File: src/rtl/mem_port_arbiter.sv
// Round-robin arbiter sharing one memory port between the core (C) and the loader (L).
// One transaction in flight; the winning request is latched, sequenced, and a timeout aborts dead accesses.
module mem_port_arbiter #(
   parameter int AW      = 32,
   parameter int DW      = 32,
   parameter int TIMEOUT = 16
) (
   input  logic          clk,
   input  logic          reset,
   input  logic          c_req,
   input  logic          c_we,
   input  logic [AW-1:0] c_addr,
   input  logic [DW-1:0] c_wdata,
   output logic          c_gnt,
   output logic          c_done,
   output logic          c_err,
   output logic [DW-1:0] c_rdata,
   input  logic          l_req,
   input  logic          l_we,
   input  logic [AW-1:0] l_addr,
   input  logic [DW-1:0] l_wdata,
   output logic          l_gnt,
   output logic          l_done,
   output logic          l_err,
   output logic [DW-1:0] l_rdata,
   output logic          m_req,
   output logic          m_we,
   output logic [AW-1:0] m_addr,
   output logic [DW-1:0] m_wdata,
   input  logic [DW-1:0] m_rdata,
   input  logic          m_ready,
   output logic          busy,
   output logic [1:0]    state_dbg
);

   localparam int CW = $clog2(TIMEOUT + 1);
   localparam logic [CW-1:0] CNT_LAST = CW'(TIMEOUT - 1);

   localparam logic [1:0] S_IDLE   = 2'd0;
   localparam logic [1:0] S_ACCESS = 2'd1;
   localparam logic [1:0] S_RESP   = 2'd2;

   localparam logic PORT_C = 1'b0;
   localparam logic PORT_L = 1'b1;

   logic [1:0]    state_q, state_d;
   logic          last_gnt_q, last_gnt_d;
   logic          win_q, win_d;
   logic          we_q, we_d;
   logic [AW-1:0] addr_q, addr_d;
   logic [DW-1:0] wdata_q, wdata_d;
   logic [CW-1:0] cnt_q, cnt_d;
   logic          c_gnt_q, c_gnt_d;
   logic          l_gnt_q, l_gnt_d;
   logic [DW-1:0] c_rdata_q, c_rdata_d;
   logic [DW-1:0] l_rdata_q, l_rdata_d;
   logic          c_err_q, c_err_d;
   logic          l_err_q, l_err_d;
   logic          pick;
   logic [DW-1:0] resp_data;
   logic          resp_err;
   logic          resp_fire;

   always_comb begin
      state_d    = state_q;
      last_gnt_d = last_gnt_q;
      win_d      = win_q;
      we_d       = we_q;
      addr_d     = addr_q;
      wdata_d    = wdata_q;
      cnt_d      = cnt_q;
      c_gnt_d    = 1'b0;
      l_gnt_d    = 1'b0;
      c_rdata_d  = c_rdata_q;
      l_rdata_d  = l_rdata_q;
      c_err_d    = c_err_q;
      l_err_d    = l_err_q;
      pick       = PORT_C;
      resp_data  = '0;
      resp_err   = 1'b0;
      resp_fire  = 1'b0;

      case (state_q)
         S_IDLE: begin
            // On a tie the port that did not win last time goes first.
            pick = (c_req && l_req) ? ~last_gnt_q : l_req;
            if (c_req || l_req) begin
               win_d      = pick;
               last_gnt_d = pick;
               we_d       = (pick == PORT_L) ? l_we    : c_we;
               addr_d     = (pick == PORT_L) ? l_addr  : c_addr;
               wdata_d    = (pick == PORT_L) ? l_wdata : c_wdata;
               c_gnt_d    = (pick == PORT_C);
               l_gnt_d    = (pick == PORT_L);
               cnt_d      = '0;
               state_d    = S_ACCESS;
            end
         end
         S_ACCESS: begin
            if (m_ready) begin
               resp_fire = 1'b1;
               resp_data = we_q ? '0 : m_rdata;
               resp_err  = 1'b0;
            end else if (cnt_q == CNT_LAST) begin
               resp_fire = 1'b1;
               resp_data = '0;
               resp_err  = 1'b1;
            end else begin
               cnt_d = cnt_q + CW'(1);
            end
            if (resp_fire) begin
               state_d = S_RESP;
               if (win_q == PORT_L) begin
                  l_rdata_d = resp_data;
                  l_err_d   = resp_err;
               end else begin
                  c_rdata_d = resp_data;
                  c_err_d   = resp_err;
               end
            end
         end
         S_RESP:  state_d = S_IDLE;
         default: state_d = S_IDLE;
      endcase
   end

   always_ff @(posedge clk or negedge reset) begin
      if (!reset) begin
         state_q    <= S_IDLE;
         last_gnt_q <= PORT_L;
         win_q      <= PORT_C;
         we_q       <= 1'b0;
         addr_q     <= '0;
         wdata_q    <= '0;
         cnt_q      <= '0;
         c_gnt_q    <= 1'b0;
         l_gnt_q    <= 1'b0;
         c_rdata_q  <= '0;
         l_rdata_q  <= '0;
         c_err_q    <= 1'b0;
         l_err_q    <= 1'b0;
      end else begin
         state_q    <= state_d;
         last_gnt_q <= last_gnt_d;
         win_q      <= win_d;
         we_q       <= we_d;
         addr_q     <= addr_d;
         wdata_q    <= wdata_d;
         cnt_q      <= cnt_d;
         c_gnt_q    <= c_gnt_d;
         l_gnt_q    <= l_gnt_d;
         c_rdata_q  <= c_rdata_d;
         l_rdata_q  <= l_rdata_d;
         c_err_q    <= c_err_d;
         l_err_q    <= l_err_d;
      end
   end

   // Memory-side outputs decode straight from state so an async reset drops m_req at once.
   assign m_req     = (state_q == S_ACCESS);
   assign m_we      = m_req & we_q;
   assign m_addr    = m_req ? addr_q  : '0;
   assign m_wdata   = m_req ? wdata_q : '0;

   assign c_gnt     = c_gnt_q;
   assign l_gnt     = l_gnt_q;
   assign c_done    = (state_q == S_RESP) && (win_q == PORT_C);
   assign l_done    = (state_q == S_RESP) && (win_q == PORT_L);
   assign c_rdata   = c_rdata_q;
   assign l_rdata   = l_rdata_q;
   assign c_err     = c_err_q;
   assign l_err     = l_err_q;
   assign busy      = (state_q != S_IDLE);
   assign state_dbg = state_q;

endmodule

File: config.mk
export PLATFORM = sky130hd
export DESIGN_NAME = mem_port_arbiter
export DESIGN_NICKNAME = d
export VERILOG_FILES = /design/src/rtl/mem_port_arbiter.sv
export SDC_FILE = /design/constraint.sdc
export NUM_CORES = 1
export LEC_CHECK = 0
export ABC_AREA = 1
export CORE_MARGIN = 5
export CORE_UTILIZATION = 45
export CTS_BUF_LIST = sky130_fd_sc_hd__clkbuf_8
export CTS_CLUSTER_DIAMETER = 200
export DETAILED_ROUTE_END_ITERATION = 16
export GPL_TIMING_DRIVEN = 0
export PLACE_DENSITY_LB_ADDON = 0.15
export SYNTH_ARGS = -nofsm -noshare
export SYNTH_HDL_FRONTEND = slang
export SYNTH_SLANG_ARGS = --single-unit
File: constraint.sdc
create_clock -name clk -period 3.4 [get_ports clk]
set_input_delay 0.68 -clock clk [delete_from_list [all_inputs] [get_ports clk]]
set_output_delay 0.68 -clock clk [all_outputs]
set_load 0.02 [all_outputs]
; Yosys cells after proc, flatten, opt, wreduce, memory -nomap -nowiden
; Index checks and enable logic that the tools add are counted.
; W data, S select, Z words.
[totals]
regBits = 142
[classes]
n_bitwise = 4
add_sub_neg = 1
muxes = 23
reduce_logical = 12
eq_ne = 7
[op_table]
columns = operator, n
row1 = $mux W32, 6
row2 = $mux W5, 3
row3 = $mux W1, 10
row4 = $pmux W5 S2, 1
row5 = $ne A2 B2 Y1 const B, 3
row6 = $reduce_and A3 Y1, 2
row7 = $add A5 B1 Y5 const B, 1
row8 = $eq A5 B4 Y1 const B, 1
row9 = $mux W2, 2
row10 = $pmux W2 S2, 1
row11 = $reduce_and A2 Y1, 2
row12 = $reduce_and A4 Y1, 1
row13 = $reduce_bool A2 Y1, 2
row14 = $logic_and A1 B1 Y1, 3
row15 = $not A1 Y1, 3
row16 = $eq A2 B1 Y1 const B, 1
row17 = $eq A2 B2 Y1 const B, 1
row18 = $logic_not A2 Y1, 1
row19 = $ne A2 B1 Y1 const B, 1
row20 = $and A1 B1 Y1, 1
row21 = $logic_or A1 B1 Y1, 1

; Logic depth before layout (Yosys ltp)
[depth]
depth_word = 6
ltp_mapped = 11
ltp_nobuf = 10

; Worst setup path before layout
; Ideal clock, no wire load.
[synth_timing]
path_type = register to output
start = reg state_q[1], in the netlist state_dbg[1]
end = out m_addr[22]
path_slack_ns = 1.413
arrival_ns = 1.307
stages_incl_launch_ff = 6
cell_sequence = dfrtp_1 inv_1 nand2_2 buf_2 buf_2 nor2_1
[synth_via]
elab_chain_len = 2
[synth_rtl]
columns = item, line_no
row1 = "start, declared", 46  ; logic [1:0] state_q, state_d;
row2 = "start signal, assigned", 143  ; state_q <= state_d;
row3 = $eq A2 B1 Y1, 160  ; assign m_req = (state_q == S_ACCESS);
row4 = $mux W32, 162  ; assign m_addr = m_req ? addr_q : '0;
row5 = "end, declared", 28  ; output logic [AW-1:0] m_addr,
; No other way between the ends.

; Worst setup path after layout
[layout_timing]
start = reg state_q[1], in the netlist state_dbg[1]
end = out m_wdata[12]
[layout_via]
elab_chain_len = 2
[layout_rtl]
columns = item, line_no
row1 = $eq A2 B1 Y1, 160
row2 = $mux W32, 163  ; assign m_wdata = m_req ? wdata_q : '0;
row3 = "end, declared", 29  ; output logic [DW-1:0] m_wdata,
; No other way between the ends.

==> impl_metrics.csv <==
group,metric,value,unit
layout,fillers,1210,
route,wl_per_cell,14.6,um
timing,finalSetupViolCount,0,
setup_path,end_kind,"output pin",
die,rows,44,
global_route,grt_pass1_wl,34.1,mm
setup_path,reg2reg_setup_slack,1.38,ns
die,initial_core_util,46.1,%
timing,period_share,92.8,%
synth,ys_ff_latch,142,
setup_path,crit_path_start,"state_dbg[1]",
route,vias,6796,
setup_path,cp.required,2.72,ns
synth,synthesis.nets,1106,
route,first_iter_violations,358,
setup_path,timing.rr.start,"cnt_q[1]",
die,die_area,17600,um2
setup_path,cp_max_fo,10,
timing,slew_violations,0,
route,drtAntennaViolNets,0,
placed_design,port_buffers,305,
route,routed_wl,21.4,mm
clock_network,cts_buffers,17,
setup_path,reg2reg_depth,11,
timing,rsz0062_at_grt,"false",
layout,antennaDiodeCount,0,
clock_network,post_cts_resized,0,
timing,worst_pin_slew,0.542,ns
clock_network,cts_hold_buf,0,
clock_network,cts_sinks,142,
route,viasPerCell,4.66,
global_route,antenna_found_initial,0,
timing,min_period,3.16,ns
layout,nets,1431,
clock_network,h-tree-depth,4,
min_path,worst_hold_path_type,"input pin to asynchronous set/reset pin",
layout,multi_input_area,2620,um2
outcome,status,"complete, no violations",
timing,tns,0,ns
synth,netlist_area,6760,um2
clock_network,clock-root-buffer,"clkbuf_8",
route,drtPass1Iterations,5,
timing,timing.fmax,317,MHz
synth,synth_cells,937,
die,io_pins,306,
layout,fin_util,71.5,%
die,dieHeight,133,um
timing,fin_skew,0.0133,ns
layout,area_growth,54.9,%
synth,yosys_warnings,0,
setup_path,crit_path_end,"m_wdata[12]",
timing,finalHoldViolCount,0,
route,drc,0,
placed_design,dpl.hpwl,16.3,mm
clock_network,cts_setup_buffers,0,
placed_design,dp_cells,1427,
layout,stdcell_count,1459,
die,coreArea,14600,um2
clock_network,clkTransAtPathRegs,0.08,ns
layout,drive_gt1_share,5.65,%
pwr,irDropWorstVdd,352,uV
clock_network,clockBufferDepth,2,
layout,final-seq-area,3550,um2
global_route,grt_max_degree,99,
die,fp.dieW,133,um
global_route,grt_pass1_vias,6714,
synth,synth.distinct_cells,20,
setup_path,critical_path_arrival,2.48,ns
timing,slew_headroom,63.9,%
global_route,grt.total_usage,24.2,%
pwr,p_per_area,815,nW/um2
clock_network,clk_latency,0.44,ns
setup_path,start_kind,"flop",
synth,syn_avg_cell_area,7.21,um2
global_route,grt_overflow,0,
setup_path,r2r-end,"c_rdata[21]",
synth,yosysSeqAreaShare,52.6,%
flow_run,maxCapViolCount,0,
pwr,p_leak,5.20,nW
clock_network,cts_tree,"built",
setup_path,crit_type,"flop to output pin",
placed_design,gp_congestion,0.828,
-- stage by stage --
stage	total power (W)	setup slack [ns]	hold WS, ns	area (um2)
after global placement	0.00715	-4.07	0.453	10000
after floorplan	0.00516	1.41	0.384	6760
after detailed placement	0.00723	0.655	0.462	10100
after global routing	0.00915	0.0217	0.160	10500
final	0.00854	0.244	0.153	10500
after CTS	0.00860	0.150	0.145	10500
-- synth_stat cells (all sizes together) --
cell / instances / area [um2]
nor3b: 1 / 7.51
nor2: 76 / 293
a21oi: 1 / 5.00
dfstp: 1 / 26.3
buf: 34 / 218
nand2: 510 / 1920
nor3: 2 / 10.0
dfrtp: 141 / 3530
o22ai: 1 / 6.26
ha: 2 / 25.0
inv: 79 / 297
nand3: 3 / 15.0
o21ai: 68 / 340
clkbuf: 18 / 67.6
-- where the power goes --
group          total [W]  switching, W  internal [W]  leakage, nW
Sequential       0.00276      0.000370       0.00239         1.84
Clock            0.00135      0.000663      0.000692        0.192
Combinational    0.00442       0.00255       0.00187         3.17
-- layout make-up --
cell class | count | share of cell area, %
flip-flops and latches | 142 | 34.0
repair buffers | 306 | 29.4
multi-input cells | 664 | 25.0
inverters | 79 | 2.83
plain buffers | 52 | 2.72
clock buffers | 19 | 2.50
well taps | 184 | 2.20
clock inverters | 13 | 1.31
-- kinds of logic after synthesis --
group | Yosys count | synth area share (%)
simple gates | 592 | 33.2
fa+ha+maj | 2 | 0.370
flops | 142 | 52.6
buf+inv | 131 | 8.61
compound gates | 70 | 5.20
-- layer usage --
metal  vias to the layer above  part of all wire [%]  GRT usage (%)
met5                         -                     0              0
met4                         0                   1.8           7.39
met3                        25                   9.8           9.30
met2                       242                    49           41.9
met1                      3084                    39           27.9
li1                       3445                     -              -
-- critical path, stage by stage (launching register included) --
cell	delay, ns
dfrtp_1	0.42
inv_1	0.12
nand2_2	0.13
buf_2	0.24
buf_2	0.22
nor2_1	0.24
clkdlybuf4s50_1	0.67
-- layout by cell type (no fill, tap or decap), drive strengths merged --
cell type      netlist  layout
a21oi                1       1
buf                 34      36
bufinv               0       2
clkbuf              18      37
clkdlybuf4s50        0     304
clkinv               0       2
clkinvlp             0       5
dfrtp              141     141
dfstp                1       1
ha                   2       2
inv                 79      83
nand2              510     510
nand3                3       3
nor2                76      76
nor3                 2       2
nor3b                1       1
o21ai               68      68
o22ai                1       1
-- registers in the layout, summed over array words and instances, names as in the netlist, 2 cells and up --
signal     cells
state_dbg      2
addr_q        32
l_rdata       32
cnt_q          5
c_rdata       32
wdata_q       32
-- worst min-delay path by stage --
stage                              to       start  depth (start not counted)  slack [ns]
after floorplan             addr_q[0]       reset                          0        0.38
after global placement     last_gnt_q  last_gnt_q                          2        0.45
after detailed placement   last_gnt_q  last_gnt_q                          2        0.46
after CTS                 c_rdata[29]       reset                          1        0.15
after global routing      c_rdata[29]       reset                          1        0.16
final                     c_rdata[19]       reset                          1        0.15
Note: power is estimated with default switching activity, not from simulation.
